## src/rtl/uart_tx_serializer_pkg.sv

```systemverilog
// ---------------------------------------------------------------------------
// uart_tx_serializer_pkg
// Shared definitions for the one-wire serial link transmitter. The receiver
// imports the same package so both ends agree on the frame format.
//   uart_state_e          : transmitter FSM states
//   LINE_IDLE/START_LEVEL/STOP_LEVEL : line levels
//   DEFAULT_*             : default frame geometry shared by both link ends
// ---------------------------------------------------------------------------
package uart_tx_serializer_pkg;

  typedef enum logic [1:0] {
    IDLE  = 2'd0,
    START = 2'd1,
    DATA  = 2'd2,
    STOP  = 2'd3
  } uart_state_e;

  localparam logic LINE_IDLE   = 1'b1;
  localparam logic START_LEVEL = 1'b0;
  localparam logic STOP_LEVEL  = 1'b1;

  localparam int unsigned DEFAULT_DATA_BITS    = 8;
  localparam int unsigned DEFAULT_CLKS_PER_BIT = 1;
  localparam int unsigned DEFAULT_STOP_BITS    = 1;

endpackage

```

## src/rtl/uart_baud_tick.sv

```systemverilog
// ---------------------------------------------------------------------------
// uart_baud_tick
// Bit-period timer for the serial transmitter. Counts down from
// CLKS_PER_BIT-1 and flags the final clock of every bit period.
//   clk_i     : clock
//   rst_i     : synchronous active-low reset
//   restart_i : reload the counter so the next cycle starts a fresh bit
//   enable_i  : count while a frame is on the line
//   bitEnd_o  : high on the last clock of the current bit period
// ---------------------------------------------------------------------------
module uart_baud_tick
  import uart_tx_serializer_pkg::*;
#(
  parameter int unsigned CLKS_PER_BIT = DEFAULT_CLKS_PER_BIT
) (
  input  logic clk_i,
  input  logic rst_i,
  input  logic restart_i,
  input  logic enable_i,
  output logic bitEnd_o
);

  localparam int unsigned CNT_W = $clog2(CLKS_PER_BIT + 1);
  localparam logic [CNT_W-1:0] RELOAD = CNT_W'(CLKS_PER_BIT - 1);

  logic [CNT_W-1:0] cnt_q;

  // With CLKS_PER_BIT=1 the reload value is 0, so every enabled cycle ends a bit.
  assign bitEnd_o = enable_i && (cnt_q == '0);

  always_ff @(posedge clk_i) begin
    if (!rst_i) begin
      cnt_q <= '0;
    end else if (restart_i || bitEnd_o) begin
      cnt_q <= RELOAD;
    end else if (enable_i) begin
      cnt_q <= cnt_q - CNT_W'(1);
    end
  end

endmodule

```

## src/rtl/uart_tx_serializer.sv

```systemverilog
// ---------------------------------------------------------------------------
// uart_tx_serializer
// Transmit side of the one-wire serial link. Takes a byte over valid/ready
// and sends start bit (0), DATA_BITS data bits LSB first, STOP_BITS stop
// bits (1). The line idles high.
//   clk      : clock, rising edge
//   rst      : synchronous active-low reset
//   tx_data  : byte to send, sampled on the accept edge only
//   tx_valid : tx_data is valid
//   tx_ready : a byte can be accepted this cycle
//   tx       : registered serial line
//   busy     : a frame is on the line
//   done     : pulse in the last cycle of the final stop bit
// ---------------------------------------------------------------------------
module uart_tx_serializer
  import uart_tx_serializer_pkg::*;
#(
  parameter int unsigned DATA_BITS    = DEFAULT_DATA_BITS,
  parameter int unsigned CLKS_PER_BIT = DEFAULT_CLKS_PER_BIT,
  parameter int unsigned STOP_BITS    = DEFAULT_STOP_BITS
) (
  input  logic                 clk,
  input  logic                 rst,
  input  logic [DATA_BITS-1:0] tx_data,
  input  logic                 tx_valid,
  output logic                 tx_ready,
  output logic                 tx,
  output logic                 busy,
  output logic                 done
);

  localparam int unsigned BIT_CNT_W = $clog2(DATA_BITS + 1);
  localparam logic [BIT_CNT_W-1:0] LAST_DATA_BIT = BIT_CNT_W'(DATA_BITS - 1);
  localparam logic LAST_STOP_BIT = 1'(STOP_BITS - 1);

  uart_state_e            state_q;
  logic [DATA_BITS-1:0]   shift_q;
  logic [DATA_BITS-1:0]   shift_d;
  logic [BIT_CNT_W-1:0]   bitCnt_q;
  logic                   stopCnt_q;
  logic                   tx_q;
  logic                   bitEnd;
  logic                   lastStop;
  logic                   accept;

  // The timer is held in reload while idle so the first start cycle after an
  // accept always gets a full bit period.
  uart_baud_tick #(
    .CLKS_PER_BIT(CLKS_PER_BIT)
  ) u_baud (
    .clk_i    (clk),
    .rst_i    (rst),
    .restart_i(state_q == IDLE),
    .enable_i (state_q != IDLE),
    .bitEnd_o (bitEnd)
  );

  assign lastStop = (state_q == STOP) && bitEnd && (stopCnt_q == LAST_STOP_BIT);
  // Ready depends on registered state only, never on tx_valid.
  assign tx_ready = (state_q == IDLE) || lastStop;
  assign accept   = tx_valid && tx_ready;
  assign shift_d  = shift_q >> 1;

  assign tx   = tx_q;
  assign busy = (state_q != IDLE);
  assign done = lastStop;

  always_ff @(posedge clk) begin
    if (!rst) begin
      state_q   <= IDLE;
      tx_q      <= LINE_IDLE;
      shift_q   <= '0;
      bitCnt_q  <= '0;
      stopCnt_q <= 1'b0;
    end else begin
      unique case (state_q)
        IDLE: begin
          tx_q <= LINE_IDLE;
          if (accept) begin
            shift_q <= tx_data;
            tx_q    <= START_LEVEL;
            state_q <= START;
          end
        end
        START: begin
          if (bitEnd) begin
            tx_q     <= shift_q[0];
            bitCnt_q <= '0;
            state_q  <= DATA;
          end
        end
        DATA: begin
          // tx is registered, so the next bit is taken from the shifted value.
          if (bitEnd) begin
            shift_q <= shift_d;
            if (bitCnt_q == LAST_DATA_BIT) begin
              tx_q      <= STOP_LEVEL;
              stopCnt_q <= 1'b0;
              state_q   <= STOP;
            end else begin
              tx_q     <= shift_d[0];
              bitCnt_q <= bitCnt_q + BIT_CNT_W'(1);
            end
          end
        end
        STOP: begin
          if (lastStop) begin
            if (accept) begin
              shift_q <= tx_data;
              tx_q    <= START_LEVEL;
              state_q <= START;
            end else begin
              tx_q    <= LINE_IDLE;
              state_q <= IDLE;
            end
          end else if (bitEnd) begin
            stopCnt_q <= stopCnt_q + 1'b1;
          end
        end
        default: begin
          tx_q    <= LINE_IDLE;
          state_q <= IDLE;
        end
      endcase
    end
  end

endmodule
```

## config.mk

```make
export PLATFORM = sky130hd
export DESIGN_NAME = uart_tx_serializer
export DESIGN_NICKNAME = d
export VERILOG_FILES = /design/src/rtl/uart_tx_serializer_pkg.sv /design/src/rtl/uart_baud_tick.sv /design/src/rtl/uart_tx_serializer.sv
export SDC_FILE = /design/constraint.sdc
export NUM_CORES = 1
export LEC_CHECK = 0
export CAP_MARGIN = 20
export CORE_MARGIN = 5
export CORE_UTILIZATION = 45
export DETAILED_ROUTE_END_ITERATION = 16
export GPL_ROUTABILITY_DRIVEN = 0
export PLACE_DENSITY = 0.68
export REMOVE_ABC_BUFFERS = 1
export SLEW_MARGIN = 10
export SYNTH_ARGS = -nofsm -noshare
export SYNTH_HDL_FRONTEND = slang
export SYNTH_SLANG_ARGS = --single-unit
```

## constraint.sdc

```tcl
create_clock -name clk -period 2.39 [get_ports clk]
set_input_delay 0.5975 -clock clk [delete_from_list [all_inputs] [get_ports clk]]
set_output_delay 0.5975 -clock clk [all_outputs]
set_load 0.005 [all_outputs]
```

Word level (Yosys, flattened, before mapping)

Index checks and enable logic that the tools add are counted.

Output and inout bits: 4
Flip-flop bits (word level): 17
Logic and storage cells: 67

Add/subtract/negate cells: 3
Reductions and logical operators: 17
Bitwise gates (word level): 3
Multiplexer cells: 26
Eq/ne operators: 12

Operators with widths:

| operator              | number |
|---|---|
| $mux W8               | 3 |
| $pmux W8 S3           | 1 |
| $ne A2 B2 Y1 const B  | 8 |
| $mux W4               | 3 |
| $mux W1               | 10 |
| $mux W2               | 5 |
| $reduce_and A5 Y1     | 2 |
| $pmux W2 S4           | 1 |
| $pmux W4 S2           | 1 |
| $reduce_and A3 Y1     | 2 |
| $reduce_bool A2 Y1    | 3 |
| $add A4 B1 Y4 const B | 1 |
| $eq A2 B2 Y1 const B  | 2 |
| $eq A4 B3 Y1 const B  | 1 |
| $logic_and A1 B1 Y1   | 4 |
| $pmux W1 S4           | 1 |
| $reduce_and A4 Y1     | 1 |
| $not A1 Y1            | 3 |
| $reduce_bool A3 Y1    | 1 |
| $eq A2 B1 Y1 const B  | 1 |
| $logic_not A2 Y1      | 1 |
| $logic_or A1 B1 Y1    | 2 |
| $pmux W1 S2           | 1 |
| $reduce_or A2 Y1      | 1 |
| other kinds (2)       | 2 |

Depth between registers and ports, before layout

Word-level depth: 9
Gate-level depth with buffers: 8

Hierarchy

Synthesis repeated with hierarchy kept, for this count alone.

Cell total of the unflattened synthesis: 110
Area, all modules: 1024.7 um^2

By module, submodules not included:

| module             | times used | cells an instance | area an instance (um^2) |
|---|---|---|---|
| uart_tx_serializer | 1          | 107               | 985.9 |
| uart_baud_tick     | 1          | 3                 | 38.8 |

Worst setup path before layout

Ideal clock, no wire load.

Path kind: register to register
Start: reg state_q[0]
End: reg shift_q[7]
Path slack: 0.617 ns
Setup time: 0.137 ns
Arrival time: 1.636 ns
Cell stages (with the launch flop): 9
Period minus slack after synthesis: 1.773 ns
Path through: dfxtp_1 > inv_1 > ha_1 > buf_6 > or2_2 > a21oi_4 > and2_1 > buf_6 > o22ai_2

Longest elaborated chain between the ends: 9
Elaborated cells between the ends (all ways): 16
Classes of those cells: eq/ne: 4; mux: 3; reduce/logical: 9

Ends and longest elaborated chain:

| item                              | RTL line                  | source |
|---|---|---|
| start, declared                   | uart_tx_serializer.sv:36  | `uart_state_e state_q;` |
| start signal, assigned            | uart_tx_serializer.sv:70  | `state_q <= IDLE;` |
| start signal, assigned            | uart_tx_serializer.sv:82  | `state_q <= START;` |
| start signal, assigned            | uart_tx_serializer.sv:89  | `state_q <= DATA;` |
| $reduce_bool A2 Y1                | uart_tx_serializer.sv:54  | `.enable_i (state_q != IDLE),` |
| $logic_and A1 B1 Y1               | uart_baud_tick.sv:29      | `assign bitEnd_o = enable_i && (cnt_q == '0);` |
| $logic_and A1 B1 Y1 (2 in series) | uart_tx_serializer.sv:58  | `assign lastStop = (state_q == STOP) && bitEnd && (stopCnt_q == LAST_STOP_BIT);` |
| $logic_or A1 B1 Y1                | uart_tx_serializer.sv:60  | `assign tx_ready = (state_q == IDLE) \|\| lastStop;` |
| $logic_and A1 B1 Y1               | uart_tx_serializer.sv:61  | `assign accept = tx_valid && tx_ready;` |
| $mux W8 (2 in series)             | n/a                       |  |
| $pmux W8 S3                       | uart_tx_serializer.sv:76  | `unique case (state_q)` |
| end signal, assigned              | uart_tx_serializer.sv:80  | `shift_q <= tx_data;` |
| end signal, assigned              | uart_tx_serializer.sv:95  | `shift_q <= shift_d;` |
| end signal, assigned              | uart_tx_serializer.sv:109 | `shift_q <= tx_data;` |
| end, declared                     | uart_tx_serializer.sv:37  | `logic [DATA_BITS-1:0] shift_q;` |

Parallel ways exist; a longest one is shown, timed or not. The select of a mux whose other input is x is not followed.
A chain may end at the register's enable or synchronous reset.

Worst setup path in the final report

Start: reg state_q[0]
End: out tx_ready

Longest elaborated chain between the ends: 5
Elaborated cells between the ends (all ways): 7
Classes of those cells: eq/ne: 1; reduce/logical: 6

Ends and longest elaborated chain:

| item                              | RTL line                 | source |
|---|---|---|
| $reduce_bool A2 Y1                | uart_tx_serializer.sv:54 |  |
| $logic_and A1 B1 Y1               | uart_baud_tick.sv:29     |  |
| $logic_and A1 B1 Y1 (2 in series) | uart_tx_serializer.sv:58 |  |
| $logic_or A1 B1 Y1 (*)            | uart_tx_serializer.sv:60 |  |
| end, declared                     | uart_tx_serializer.sv:26 | `output logic tx_ready,` |

Mark *: on every way between the ends. The rest lies on a longest branch, timed or not.

==> metrics.txt <==
Seq/Total Area, Yosys 0.323; multi-input combinational cell area approximately 660 sq um; number of hold violations in the final report 0; worst IR drop on VDD roughly 0.75 mV; Starting Density 0.472; row cnt 17; first-pass GRT wire length a little over 4000 um; met1 routing resource usage after global routing 0.192; horizontal die dimension 58.4 um; number of antenna violations at the first check in global routing 0; final setup violation count 0; Setup crit start kind flop; part of the power in combinational logic 0.625; die boundary height ~58 um; nets between 100 and 150; WHS about 0.48 ns; CP Capture Type output port; run status complete, no violations; transition time at the pin with the least slew margin 0.538 ns; Worst Path Arrival 1.70 ns; CTS hold repair buffers 0; GR Overflow Total 0; total wire length between 2000 and 2500 um; sequential group share of total power 0.273; maximum number of pins on one net before global-route repair 14; number of gates given a new drive strength after cts 6; total instance count after detailed placement 152; sum of internal, switching and leakage power 1.51 mW; TritonCTS clock tree done; Yosys top cell area share 0.323; post-route antenna net violation count 0; leakage power total 0.458 nW; net switching power figure between 0.6 and 0.7 mW; proportion of layout cells with a drive suffix above 1 0.227; Rel. slew slack 0.641; routed length per instance 14.8 um; clock network latency to the later pin of the worst-skew pair ~0.28 ns; DRT iter0 DRCs 18; Clock power frac 0.102; summed negative setup slack over all endpoints 0 ns; area post-placement 1220 sq um; FMAX 435 MHz; number of synthesis warnings 0; buffer count from post-CTS setup fixing 0; number of buffers created by CTS 3; leading cell types by total area after synthesis sky130_fd_sc_hd__dfxtp_1, sky130_fd_sc_hd__a211oi_2, sky130_fd_sc_hd__mux2i_1, sky130_fd_sc_hd__ha_1, sky130_fd_sc_hd__a21oi_1; EDFF count, synth 0; vias in the first global route 965; Final Max Tran Viols 0; filler cell count in the final layout 223; busiest layer in global routing met2; register clock-pin slew on the reported worst setup and hold paths 0.10 ns; number of distinct standard cells referenced by the synthesized netlist 45; global routing usage on met3 0.0219; post-synth design cell area 1050 sq um; first-pass iteration count of the detailed router 4; FF/Latch Area 343 sq um; global routing usage on met2 0.234; fin cells ~160; clock skew 0.00252 ns; count of vias placed by the detailed router 925; Clk Tree Root Cell sky130_fd_sc_hd__clkbuf_4; Max-Cap Viols 0; GRT Overall Usage 0.149; via/cell ratio slightly below 6; primary flip-flop cell chosen by synthesis mapping sky130_fd_sc_hd__dfxtp_1; Mapped Avg Cell Area ~9.5 sq um; DRC Markers 0; time the final worst path needs with I/O delays and setup 2.30 ns; IO Count 15; final worst-path cycle share 0.961; die area 3410 sq um; internal power contribution 0.872 mW; I/O Buffers 14; standard cell core area 2230 sq um; H-tree depth 1; switching power as a share of total power 0.422; Non-Filler Cell Area, Final 1260 sq um; setup repair after global routing missed its margin no; post-detail-place hpwl 1700 um; post-synthesis async set-or-reset flop share 0; type of the setup path with the least slack reg -> out; Clock Tree Buf Depth 2; class of the tightest hold or removal check reg -> reg; top cell type by total area after synthesis sky130_fd_sc_hd__dfxtp_1; maximum fanout along the worst path 7; # clock sinks 17; PwrDens about 1200 nW/um^2; FF+latch count, synth 17; critical path required time around 1.8 ns; gate count of the mapped netlist 111; number of antenna diodes 0; Synth-to-Final Area Change 20.0%
-- state kept, by name, summed over array words and instances, names as in the netlist --
register	flops
tx	1
bitCnt_q	4
shift_q	8
stopCnt_q	1
state_q	2
u_baud.cnt_q	1
-- stage by stage --
step	util	setup slack [ns]
6_report	0.566	0.0931
5_1_grt	0.566	0.0177
4_1_cts	0.566	0.0958
3_5_place_dp	0.548	0.172
3_3_place_gp	0.548	0.255
2_1_floorplan	-	0.370
-- placed cells by master, fill, tap and decap left out, drive strengths merged, types with 2 or more instances in the layout --
cell	instances
nand4	2
o2111ai	2
inv	6
nand3	2
o211ai	3
mux2i	7
clkdlybuf4s50	13
nor2	4
clkbuf	4
xor2	2
buf	5
a21oi	13
nand2	10
a211oi	7
ha	5
dfxtp	17
-- synth_stat cells (all sizes together) (2+ instances only) --
master	n
o2111ai	2
mux2i	7
xor2	2
dfxtp	17
nand3	2
ha	5
nand4	2
a211oi	7
clkbuf	3
nor2	4
o211ai	3
nand2	10
inv	6
a21oi	13
buf	3
-- layer usage --
metal | part of all wire | vias up
li1 | - | 451
met3 | 0.042 | 4
met5 | 0 | -
met4 | 0.016 | 0
met1 | 0.49 | 444
met2 | 0.45 | 26
-- power groups by stage --
| stage | registers, mW | clock network (mW) | logic [mW] |
|---|---|---|---|
| 2_1_floorplan | 0.401 | 0 | 0.658 |
| 3_3_place_gp | 0.409 | 0 | 0.913 |
| 3_5_place_dp | 0.413 | 0 | 0.929 |
| 4_1_cts | 0.411 | 0.160 | 0.944 |
| 5_1_grt | 0.421 | 0.174 | 1.04 |
| 6_report | 0.412 | 0.154 | 0.943 |
-- cell type report --
type,instances,share of cell area
well taps,28,0.0277
repair buffers,19,0.140
inverters,6,0.0178
flip-flops and latches,17,0.271
multi-input cells,82,0.523
clock buffers,4,0.0208
-- final timing paths --
check	startpoint	endpoint	slack, ns	cells after the start
worst max register to register	state_q[0]$_SDFFE_PN0P_	shift_q[7]$_SDFFE_PN0P_	0.41	6
worst min-delay path	shift_q[7]$_SDFFE_PN0P_	shift_q[7]$_SDFFE_PN0P_	0.48	2
worst min register to register	shift_q[7]$_SDFFE_PN0P_	shift_q[7]$_SDFFE_PN0P_	0.48	2
worst max-delay path	state_q[0]$_SDFFE_PN0P_	tx_ready	0.09	4
-- kinds of logic (layout without fill, tap and decap cells) --
| logic type | Yosys count | after routing | synth area share |
|---|---|---|---|
| AO/OA/AOI/OAI | 37 | 37 | 0.318 |
| other | 1 | 1 | 0.00356 |
| flip-flops | 17 | 17 | 0.323 |
| AND/OR/NAND/NOR | 30 | 30 | 0.152 |
| buffers and inverters | 12 | 29 | 0.0606 |
| multiplexers | 7 | 7 | 0.0665 |
| XOR/XNOR | 2 | 2 | 0.0166 |
| adder cells (fa/ha/maj) | 5 | 5 | 0.0594 |
-- critical path, cell delays in order (launching register included) --
cell	delay [ns]
sky130_fd_sc_hd__dfxtp_2	0.35
sky130_fd_sc_hd__inv_1	0.10
sky130_fd_sc_hd__ha_2	0.27
sky130_fd_sc_hd__a21o_1	0.16
sky130_fd_sc_hd__clkdlybuf4s50_1	0.52
(Power assumes the default switching activity.)
